### config.mk
export PLATFORM = sky130hd
export DESIGN_NAME = yutorina_bus_arbiter_flat
export DESIGN_NICKNAME = d
export VERILOG_FILES = /design/src/rtl/yutorina_bus_arbiter_if.sv /design/src/rtl/yutorina_bus_arbiter.sv /design/src/flat_wrapper.sv
export SDC_FILE = /design/constraint.sdc
export NUM_CORES = 1
export LEC_CHECK = 0
export CAP_MARGIN = 20
export CORE_MARGIN = 2
export CORE_UTILIZATION = 35
export CTS_CLUSTER_SIZE = 24
export DETAILED_ROUTE_END_ITERATION = 8
export PLACE_DENSITY = 0.69
export SYNTH_ARGS = -nofsm -noshare
export SYNTH_HDL_FRONTEND = slang
export SYNTH_SLANG_ARGS = --single-unit
### constraint.sdc
create_clock -name clk -period 2.1 [get_ports clk]
set_clock_uncertainty 0.05 [all_clocks]
set_input_delay 0.63 -clock clk [delete_from_list [all_inputs] [get_ports clk]]
set_output_delay 0.63 -clock clk [all_outputs]
set_load 0.03 [all_outputs]
### src/rtl/yutorina_bus_arbiter_if.sv
// ----------------------------------------------------------------------------
// yutorina_bus_arbiter_if
//   Request/grant bundle between the bus masters and the round-robin bus
//   arbiter. All request and grant lines are active-low.
//
//   m_req_     per-master bus request (driven by the masters)
//   m_grnt_    per-master bus grant, at most one bit low (driven by arbiter)
//   owner      index of the current grant holder, valid when owner_vld
//   owner_vld  a grant is outstanding
//   preempt    one-cycle pulse when a grant is withdrawn by the hold limit
//
//   modport master : the requesting side
//   modport slave  : the arbiter side
// ----------------------------------------------------------------------------
interface yutorina_bus_arbiter_if #(
   parameter int NUM_M = 4,
   parameter int ID_W  = 2
);
   logic [NUM_M-1:0] m_req_;
   logic [NUM_M-1:0] m_grnt_;
   logic [ID_W-1:0]  owner;
   logic             owner_vld;
   logic             preempt;

   modport master (
      output m_req_,
      input  m_grnt_, owner, owner_vld, preempt
   );

   modport slave (
      input  m_req_,
      output m_grnt_, owner, owner_vld, preempt
   );
endinterface

### src/rtl/yutorina_bus_arbiter.sv
// ----------------------------------------------------------------------------
// yutorina_bus_arbiter
//   Round-robin arbiter for the shared system bus. A master pulls its req_
//   low and waits for its grnt_ to go low before driving the bus. When the
//   owner releases, the next requester is granted on the same edge. With
//   MAX_HOLD != 0 an owner that keeps the bus for MAX_HOLD cycles while
//   someone else waits is pre-empted: the grant is dropped for one DRAIN
//   cycle (preempt pulses) and then passed on, the old owner ranking last.
//
//   clk   system clock
//   rst   synchronous reset, active-high
//   bus   arbiter side of yutorina_bus_arbiter_if (m_req_ in; m_grnt_,
//         owner, owner_vld, preempt out, all registered)
// ----------------------------------------------------------------------------
module yutorina_bus_arbiter #(
   parameter int NUM_M    = 4,
   parameter int ID_W     = 2,
   parameter int MAX_HOLD = 16
) (
   input logic                   clk,
   input logic                   rst,
   yutorina_bus_arbiter_if.slave bus
);

   localparam int HOLD_W = (MAX_HOLD < 1) ? 1 : $clog2(MAX_HOLD + 1);
   localparam bit LIMIT_EN = (MAX_HOLD != 0);
   localparam logic [HOLD_W-1:0] HOLD_SAT  = HOLD_W'(MAX_HOLD);
   localparam logic [HOLD_W-1:0] HOLD_LAST = LIMIT_EN ? HOLD_W'(MAX_HOLD - 1) : '0;

   typedef enum logic [1:0] {
      ST_IDLE,
      ST_GRANT,
      ST_DRAIN
   } state_t;

   state_t            state_q, state_d;
   logic [NUM_M-1:0]  grnt_q, grnt_d;
   logic [ID_W-1:0]   owner_q, owner_d;
   logic              vld_q, vld_d;
   logic              preempt_q, preempt_d;
   logic [ID_W-1:0]   last_q, last_d;
   logic [HOLD_W-1:0] hold_q, hold_d;

   logic [NUM_M-1:0]  req_act;
   logic              owner_req;
   logic              others_req;
   logic              win_vld;
   logic [ID_W-1:0]   win_idx;

   // Index k positions after base, wrapping at NUM_M.
   function automatic logic [ID_W-1:0] rr_idx(input logic [ID_W-1:0] base, input int k);
      return ID_W'((int'(base) + k) % NUM_M);
   endfunction

   assign req_act    = ~bus.m_req_;
   assign owner_req  = req_act[owner_q];
   assign others_req = |(req_act & ~(NUM_M'(1) << owner_q));

   // Round-robin pick starting at last_q+1. Scanning from the far end down
   // lets the nearest requester overwrite. In every state the search base is
   // last_q: on release last_q equals the owner, whose req_ is high and so
   // drops out by itself; after a pre-empt the old owner lands last.
   always_comb begin
      // NOTE: every signal written in an always_comb gets a default first so
      // no path leaves it unassigned, which would infer a latch.
      win_vld = 1'b0;
      win_idx = '0;
      for (int k = NUM_M; k >= 1; k--) begin
         if (!bus.m_req_[rr_idx(last_q, k)]) begin
            win_vld = 1'b1;
            win_idx = rr_idx(last_q, k);
         end
      end
   end

   always_comb begin
      state_d   = state_q;
      grnt_d    = grnt_q;
      owner_d   = owner_q;
      vld_d     = vld_q;
      preempt_d = 1'b0;
      last_d    = last_q;
      hold_d    = hold_q;

      unique case (state_q)
         ST_IDLE, ST_DRAIN: begin
            if (win_vld) begin
               state_d = ST_GRANT;
               grnt_d  = ~(NUM_M'(1) << win_idx);
               owner_d = win_idx;
               vld_d   = 1'b1;
               last_d  = win_idx;
               hold_d  = '0;
            end else begin
               state_d = ST_IDLE;
               grnt_d  = '1;
               vld_d   = 1'b0;
            end
         end

         ST_GRANT: begin
            if (!owner_req) begin
               // Release wins over pre-empt; hand over with no gap cycle.
               if (win_vld) begin
                  grnt_d  = ~(NUM_M'(1) << win_idx);
                  owner_d = win_idx;
                  last_d  = win_idx;
                  hold_d  = '0;
               end else begin
                  state_d = ST_IDLE;
                  grnt_d  = '1;
                  vld_d   = 1'b0;
                  hold_d  = '0;
               end
            end else if (LIMIT_EN && others_req && hold_q == HOLD_LAST) begin
               state_d   = ST_DRAIN;
               grnt_d    = '1;
               vld_d     = 1'b0;
               preempt_d = 1'b1;
               hold_d    = '0;
            end else if (others_req) begin
               if (hold_q != HOLD_SAT) hold_d = hold_q + 1'b1;
            end else begin
               // A lone owner is not starving anyone.
               hold_d = '0;
            end
         end

         default: begin
            state_d = ST_IDLE;
            grnt_d  = '1;
            vld_d   = 1'b0;
         end
      endcase
   end

   always_ff @(posedge clk) begin
      // NOTE: sequential state uses non-blocking assignments so every
      // register samples the pre-edge values regardless of statement order.
      if (rst) begin
         state_q   <= ST_IDLE;
         grnt_q    <= '1;
         owner_q   <= '0;
         vld_q     <= 1'b0;
         preempt_q <= 1'b0;
         last_q    <= ID_W'(NUM_M - 1);
         hold_q    <= '0;
      end else begin
         state_q   <= state_d;
         grnt_q    <= grnt_d;
         owner_q   <= owner_d;
         vld_q     <= vld_d;
         preempt_q <= preempt_d;
         last_q    <= last_d;
         hold_q    <= hold_d;
      end
   end

   assign bus.m_grnt_   = grnt_q;
   assign bus.owner     = owner_q;
   assign bus.owner_vld = vld_q;
   assign bus.preempt   = preempt_q;

endmodule

### src/flat_wrapper.sv
// flat-port wrapper written by rule: the top's interface ports become plain ports
module yutorina_bus_arbiter_flat 
#(
   parameter int NUM_M    = 4,
   parameter int ID_W     = 2,
   parameter int MAX_HOLD = 16
)
  (clk, rst, bus_m_req_, bus_m_grnt_, bus_owner, bus_owner_vld, bus_preempt);
  yutorina_bus_arbiter_if #(.NUM_M(NUM_M), .ID_W(ID_W)) bus_i ();
  input logic clk;
  input logic rst;
  input wire logic [$bits(bus_i.m_req_)-1:0] bus_m_req_;
  output wire logic [$bits(bus_i.m_grnt_)-1:0] bus_m_grnt_;
  output wire logic [$bits(bus_i.owner)-1:0] bus_owner;
  output wire logic [$bits(bus_i.owner_vld)-1:0] bus_owner_vld;
  output wire logic [$bits(bus_i.preempt)-1:0] bus_preempt;
  assign bus_i.m_req_ = bus_m_req_;
  assign bus_m_grnt_ = bus_i.m_grnt_;
  assign bus_owner = bus_i.owner;
  assign bus_owner_vld = bus_i.owner_vld;
  assign bus_preempt = bus_i.preempt;
  yutorina_bus_arbiter #(.NUM_M(NUM_M), .ID_W(ID_W), .MAX_HOLD(MAX_HOLD)) u_core (.clk(clk), .rst(rst), .bus(bus_i));
endmodule
======== Yosys cells after proc, flatten, opt, wreduce, memory -nomap -nowiden ========
Index checks and enable logic that the tools add are counted.
cells by class
  add/subtract/negate cells ............... 5
  multiply operators ...................... 0
  div/mod/pow operators ................... 0
  $lt $le $gt $ge ......................... 5
  equal/unequal tests ..................... 9
  shifts and indexed selects .............. 2
  mux-type cells .......................... 45
  bitwise gates (word level) .............. 6
  reductions and logical operators ........ 9
operator list
  operator                                                                count
  5-bit 2-to-1 mux                                                        5
  2-bit 2-to-1 mux                                                        11
  2-bit by 3-bit < comparator with 1-bit output (second input constant)   5
  1-bit 2-to-1 mux                                                        15
  4-bit 2-to-1 mux                                                        3
  4-bit inverter                                                          3
  2-bit case mux with 2 select lines                                      3
  1-bit binary-select mux with 2-bit select                               5
  5-bit != test (second input constant)                                   2
  5-bit case mux with 2 select lines                                      1
  4-bit case mux with 2 select lines                                      1
  1-bit by 2-bit << shifter with 4-bit output (first input constant)      2
  5-bit by 1-bit adder with 5-bit output (second input constant)          1
  5-bit by 4-bit equality test with 1-bit output (second input constant)  1
  2-bit by 1-bit adder with 2-bit output (second input constant)          2
  2-bit adder (second input constant)                                     2
  4-bit bitwise AND                                                       1
  2-bit AND reduction                                                     2
  4-bit OR reduction                                                      1
  3-bit by 2-bit != test with 1-bit output (second input constant)        1
  3-bit != test (second input constant)                                   1
  3-bit AND reduction                                                     1
  3-bit OR reduction                                                      1
  2-bit by 1-bit equality test with 1-bit output (second input constant)  1
  9 further kinds                                                         10
word-level totals
  register bits after elaboration ......... 17
  bits in latches ......................... 0
  bits in writable memories ............... 0
  memory bits (read-only) ................. 0
  input port bits ......................... 6
  memories ................................ 0

======== Depth between registers and ports, before layout ========
  depth after elaboration ................. 12
  depth in mapped cells ................... 6

======== Least setup slack after synthesis ========
OpenSTA, ideal clock, no wires.
  kind .................................... input to register
  start point ............................. input bus_m_req_[3]
  end point ............................... register u_core.hold_q[2]
  library setup time ...................... 0.074 ns
  data arrival time ....................... 2.002 ns
  slack ................................... -0.026 ns
  stages .................................. 6
  cells stage by stage .................... buf_2 mux2_4 o22ai_4 nand4b_4 or4b_1 a31oi_1
on the way
  longest elaborated chain between the ends .. 8
RTL lines
  element                                             RTL line                     text
  from (decl)                                         flat_wrapper.sv:12           input wire logic [$bits(bus_i.m_req_)-1:0] bus_m_req_;
  1-bit binary-select mux with 2-bit select           yutorina_bus_arbiter.sv:69   if (!bus.m_req_[rr_idx(last_q, k)]) begin
  1-bit 2-to-1 mux (implied by the code)              yutorina_bus_arbiter.sv:69
  1-bit 2-to-1 mux (4 in a row)                       yutorina_bus_arbiter.sv:69
  2-bit by 1-bit != test with 1-bit output (no line)  --
  3-bit AND reduction (no line)                       --
  to (signal assigned)                                yutorina_bus_arbiter.sv:155  hold_q <= hold_d;
  to (decl)                                           yutorina_bus_arbiter.sv:42   logic [HOLD_W-1:0] hold_q, hold_d;
Several ways; a longest one is shown, not always the timed one. The select of a mux whose other input is x is not followed.
A chain may end at the register's enable or synchronous reset.

======== Worst setup path in the final report ========
  start point ............................. input bus_m_req_[3]
  end point ............................... register u_core.grnt_q[3] (netlist: u_core.bus.m_grnt_[3])
on the way
  longest elaborated chain between the ends .. 11
RTL lines
  element                                      RTL line                                                 text
  1-bit binary-select mux with 2-bit select    yutorina_bus_arbiter.sv:69
  1-bit 2-to-1 mux (implied by the code)       yutorina_bus_arbiter.sv:69
  2-bit 2-to-1 mux (4 in a row)                yutorina_bus_arbiter.sv:69
  1-bit by 2-bit << shifter with 4-bit output  yutorina_bus_arbiter.sv:89, yutorina_bus_arbiter.sv:105
  4-bit inverter                               yutorina_bus_arbiter.sv:89, yutorina_bus_arbiter.sv:105
  4-bit 2-to-1 mux                             yutorina_bus_arbiter.sv:87, yutorina_bus_arbiter.sv:104
  4-bit 2-to-1 mux                             yutorina_bus_arbiter.sv:102                              if (!owner_req) begin
  4-bit case mux with 2 select lines           yutorina_bus_arbiter.sv:85                               unique case (state_q)
  to (signal assigned)                         yutorina_bus_arbiter.sv:150                              grnt_q <= grnt_d;
  to (decl)                                    yutorina_bus_arbiter.sv:37                               logic [NUM_M-1:0] grnt_q, grnt_d;
Several ways; a longest one is shown, not always the timed one. The select of a mux whose other input is x is not followed.

==> reports/summary.txt <==
nets@finish = 141
first-pass GRT wire length = 3820 um
WP data required = 2.22 ns
core area = 2520 um2
Max Slew Vio Count = 0
worst reg2reg startpoint = u_core.bus.owner[1]$_SDFFE_PP0P_
Fmax = 496 MHz
syn nets = 113
Clk Latency, worst-skew pair = 0.29 ns
Synth area leaders = dfxtp_1 34%, nand2_1 6.3%, nor2b_1 5.3%
area grow syn2layout = 30.1%
clk slew on worst S/H paths = 0.10 ns
Leakage = 0.493 nW
Fin Setup TNS = 0 ns
Cell Rows = 18
number of global-route vias before repair = 846
R2R depth = 5
largest area contributor in the netlist = dfxtp_1
pin count of the biggest net entering global routing = 10
Ys Warns = 0
number of max-cap violations = 0
post-synthesis sequential area ratio = 33.8%
Min-Delay Path Class = register to register
Worst setup SP type = input pin
Gate Count Post-Synth = 104
post-DP HPWL = 1660 um
initial antenna violation count = 0
Pwr per Cell Area = 668 nW/um2
ys async rst share = 0%
Seq cells post-synth = 16
clock buffer depth = 2
Tmin final = 2.02 ns
Iter 0 DRT Violations = 19
critical path, cell by cell = dlygate4sd2_1, buf_4, a22o_1, a221o_1, or3_1, o22a_1
post-layout util = 48.9%
Max H-tree Level = 1
RSZ-0062 raised after global routing = false
Setup crit end = u_core.bus.m_grnt_[3]$_SDFFE_PP1P_
Worst Setup Path Type = input pin to register
ys flop type = dfxtp_1
number of synthesized flops with an enable pin = 0
final hold viol count = 0
commonest cells after routing, fill and taps aside = 16 x dfxtp_1, 15 x nand2_1, 13 x buf_4
worst hold slack = 0.447 ns
Syn Area/Cell = 9.12 um2
Hold Buf Count CTS = 0
width of the die = 56.1 um
Slew @ Worst Pin = 0.334 ns
IO buf count = 13
Slew HR = 77.7%
R2R setup slack = 0.14 ns
outcome = complete, no violations
Worst Path Max Fanout = 7
Final setup viols = 0
Avg WL per Cell = 13.6 um
Max IR drop VDD = 0.000419 V
Final Wtd Congestion = 0.799
Worst setup EP type = register
Slowest cell on crit path = or3_1
mapped cell area = 948 um2
die area = 3140 um2
clock sinks = 16
Root Buffer = clkbuf_4
# IOs = 14
Initial Utilization = 37.6%
Routed WL = 2190 um
number of routed nets with antenna violations = 0
CTS tree = yes
Critical Path Max Stage Delay = 0.36 ns
drt drc = 0
fill count = 253
area share of the largest cell type after synthesis = 33.8%
library cells used by synthesis = 39
Crit. Startpoint = bus_m_req_[3]
Worst R2R End = u_core.hold_q[2]$_SDFFE_PP0P_
via count = 872
Pre-antenna DRT Iters = 4
DR vias/cell = 5.42
Arrival @ worst endpoint = 2.14 ns
final worst-path cycle share = 96.1%
most common cell after layout, fill and taps aside = dfxtp_1
grt total ovfl = 0
Die Span Y = 56.1 um
n_diodes = 0
share of cells above drive strength 1 = 22.1%
Inserted Clock Buffers = 3
total global-route track usage = 15.1%
==> per-layer routing <==
layer  routed length, um  share of wire [%]  track usage, %
met2                1020                 46            23.5
met5                   0                  0               0
met1                1050                 48            20.6
met3                  71                3.2            2.79
met4                  51                2.3            5.44
==> critical path, delay by kind of cell <==
kind | cells | cell delay (ns)
AO/OA/AOI/OAI | 3 | 0.67
AND/OR/NAND/NOR | 1 | 0.36
buffers and inverters | 2 | 0.48
==> per-stage QoR <==
step | setup slack, ns | total power [mW] | instance area (um2) | instances
2_1_floorplan | 0.00170 | 0.531 | 955 | 104
3_3_place_gp | -0.454 | 0.622 | 1200 | 157
3_5_place_dp | -0.451 | 0.630 | 1200 | 157
4_1_cts | 0.00307 | 0.831 | 1230 | 161
5_1_grt | 0.0210 | 0.870 | 1230 | 161
6_report | 0.0824 | 0.824 | 1230 | 161
==> cell type report <==
type	count	area [um2]	share of cell area [%]
clock buffers	4	36.3	2.94
multi-input cells	80	598	48.5
repair buffers	26	223	18.1
well taps	30	37.5	3.04
flip-flops and latches	16	320	26.0
inverters	5	18.8	1.52
==> report_power, final <==
group	internal [mW]	total, mW	switching (mW)
sequential	0.330	0.366	0.0361
combinational	0.130	0.255	0.125
clock	0.105	0.204	0.0983
==> sequential cells by signal (all words and copies together) (netlist names) <==
signal	flops
u_core.state_q	1
u_core.bus.owner	2
u_core.bus.owner_vld	1
u_core.bus.preempt	1
u_core.last_q	2
u_core.bus.m_grnt_	4
u_core.hold_q	5
==> what timing repair did <==
item,CTS,global route
endpoints found under the setup margin,11,1
resized for setup,7,1
buffers inserted,0,0
pin swaps,0,0
==> cells in the mapped netlist, drive strengths merged, types with 2 or more instances <==
library cell	instances
or3b	3
buf	2
nor2	2
o22a	4
nor2b	8
a21oi	6
a21o	4
nand2	16
nand3	3
nand3b	4
ha	3
inv	5
o22ai	2
and3	2
nor3	2
dfxtp	16
mux2	4
or3	2
==> worst min path at each step <==
stage	startpoint	endpoint	slack, ns	cells after the start
after floorplan	u_core.hold_q[4]$_SDFFE_PP0P_	u_core.hold_q[4]$_SDFFE_PP0P_	0.40	2
after global placement	u_core.bus.m_grnt_[3]$_SDFFE_PP1P_	u_core.bus.m_grnt_[3]$_SDFFE_PP1P_	0.42	1
after detailed placement	u_core.bus.m_grnt_[2]$_SDFFE_PP1P_	u_core.bus.m_grnt_[2]$_SDFFE_PP1P_	0.43	1
after CTS	u_core.hold_q[4]$_SDFFE_PP0P_	u_core.hold_q[4]$_SDFFE_PP0P_	0.45	2
after global routing	u_core.hold_q[1]$_SDFFE_PP0P_	u_core.hold_q[1]$_SDFFE_PP0P_	0.48	2
final	u_core.hold_q[4]$_SDFFE_PP0P_	u_core.hold_q[4]$_SDFFE_PP0P_	0.45	2
==> cells by family after synthesis <==
kind of cell	Yosys count	synth area share, %
adder cells (fa/ha/maj)	3	3.96
multiplexers	5	7.92
AND/OR/NAND/NOR	47	29.8
buffers and inverters	8	4.09
AO/OA/AOI/OAI	25	20.5
flip-flops	16	33.8
Note: power is estimated with default switching activity, not from simulation.
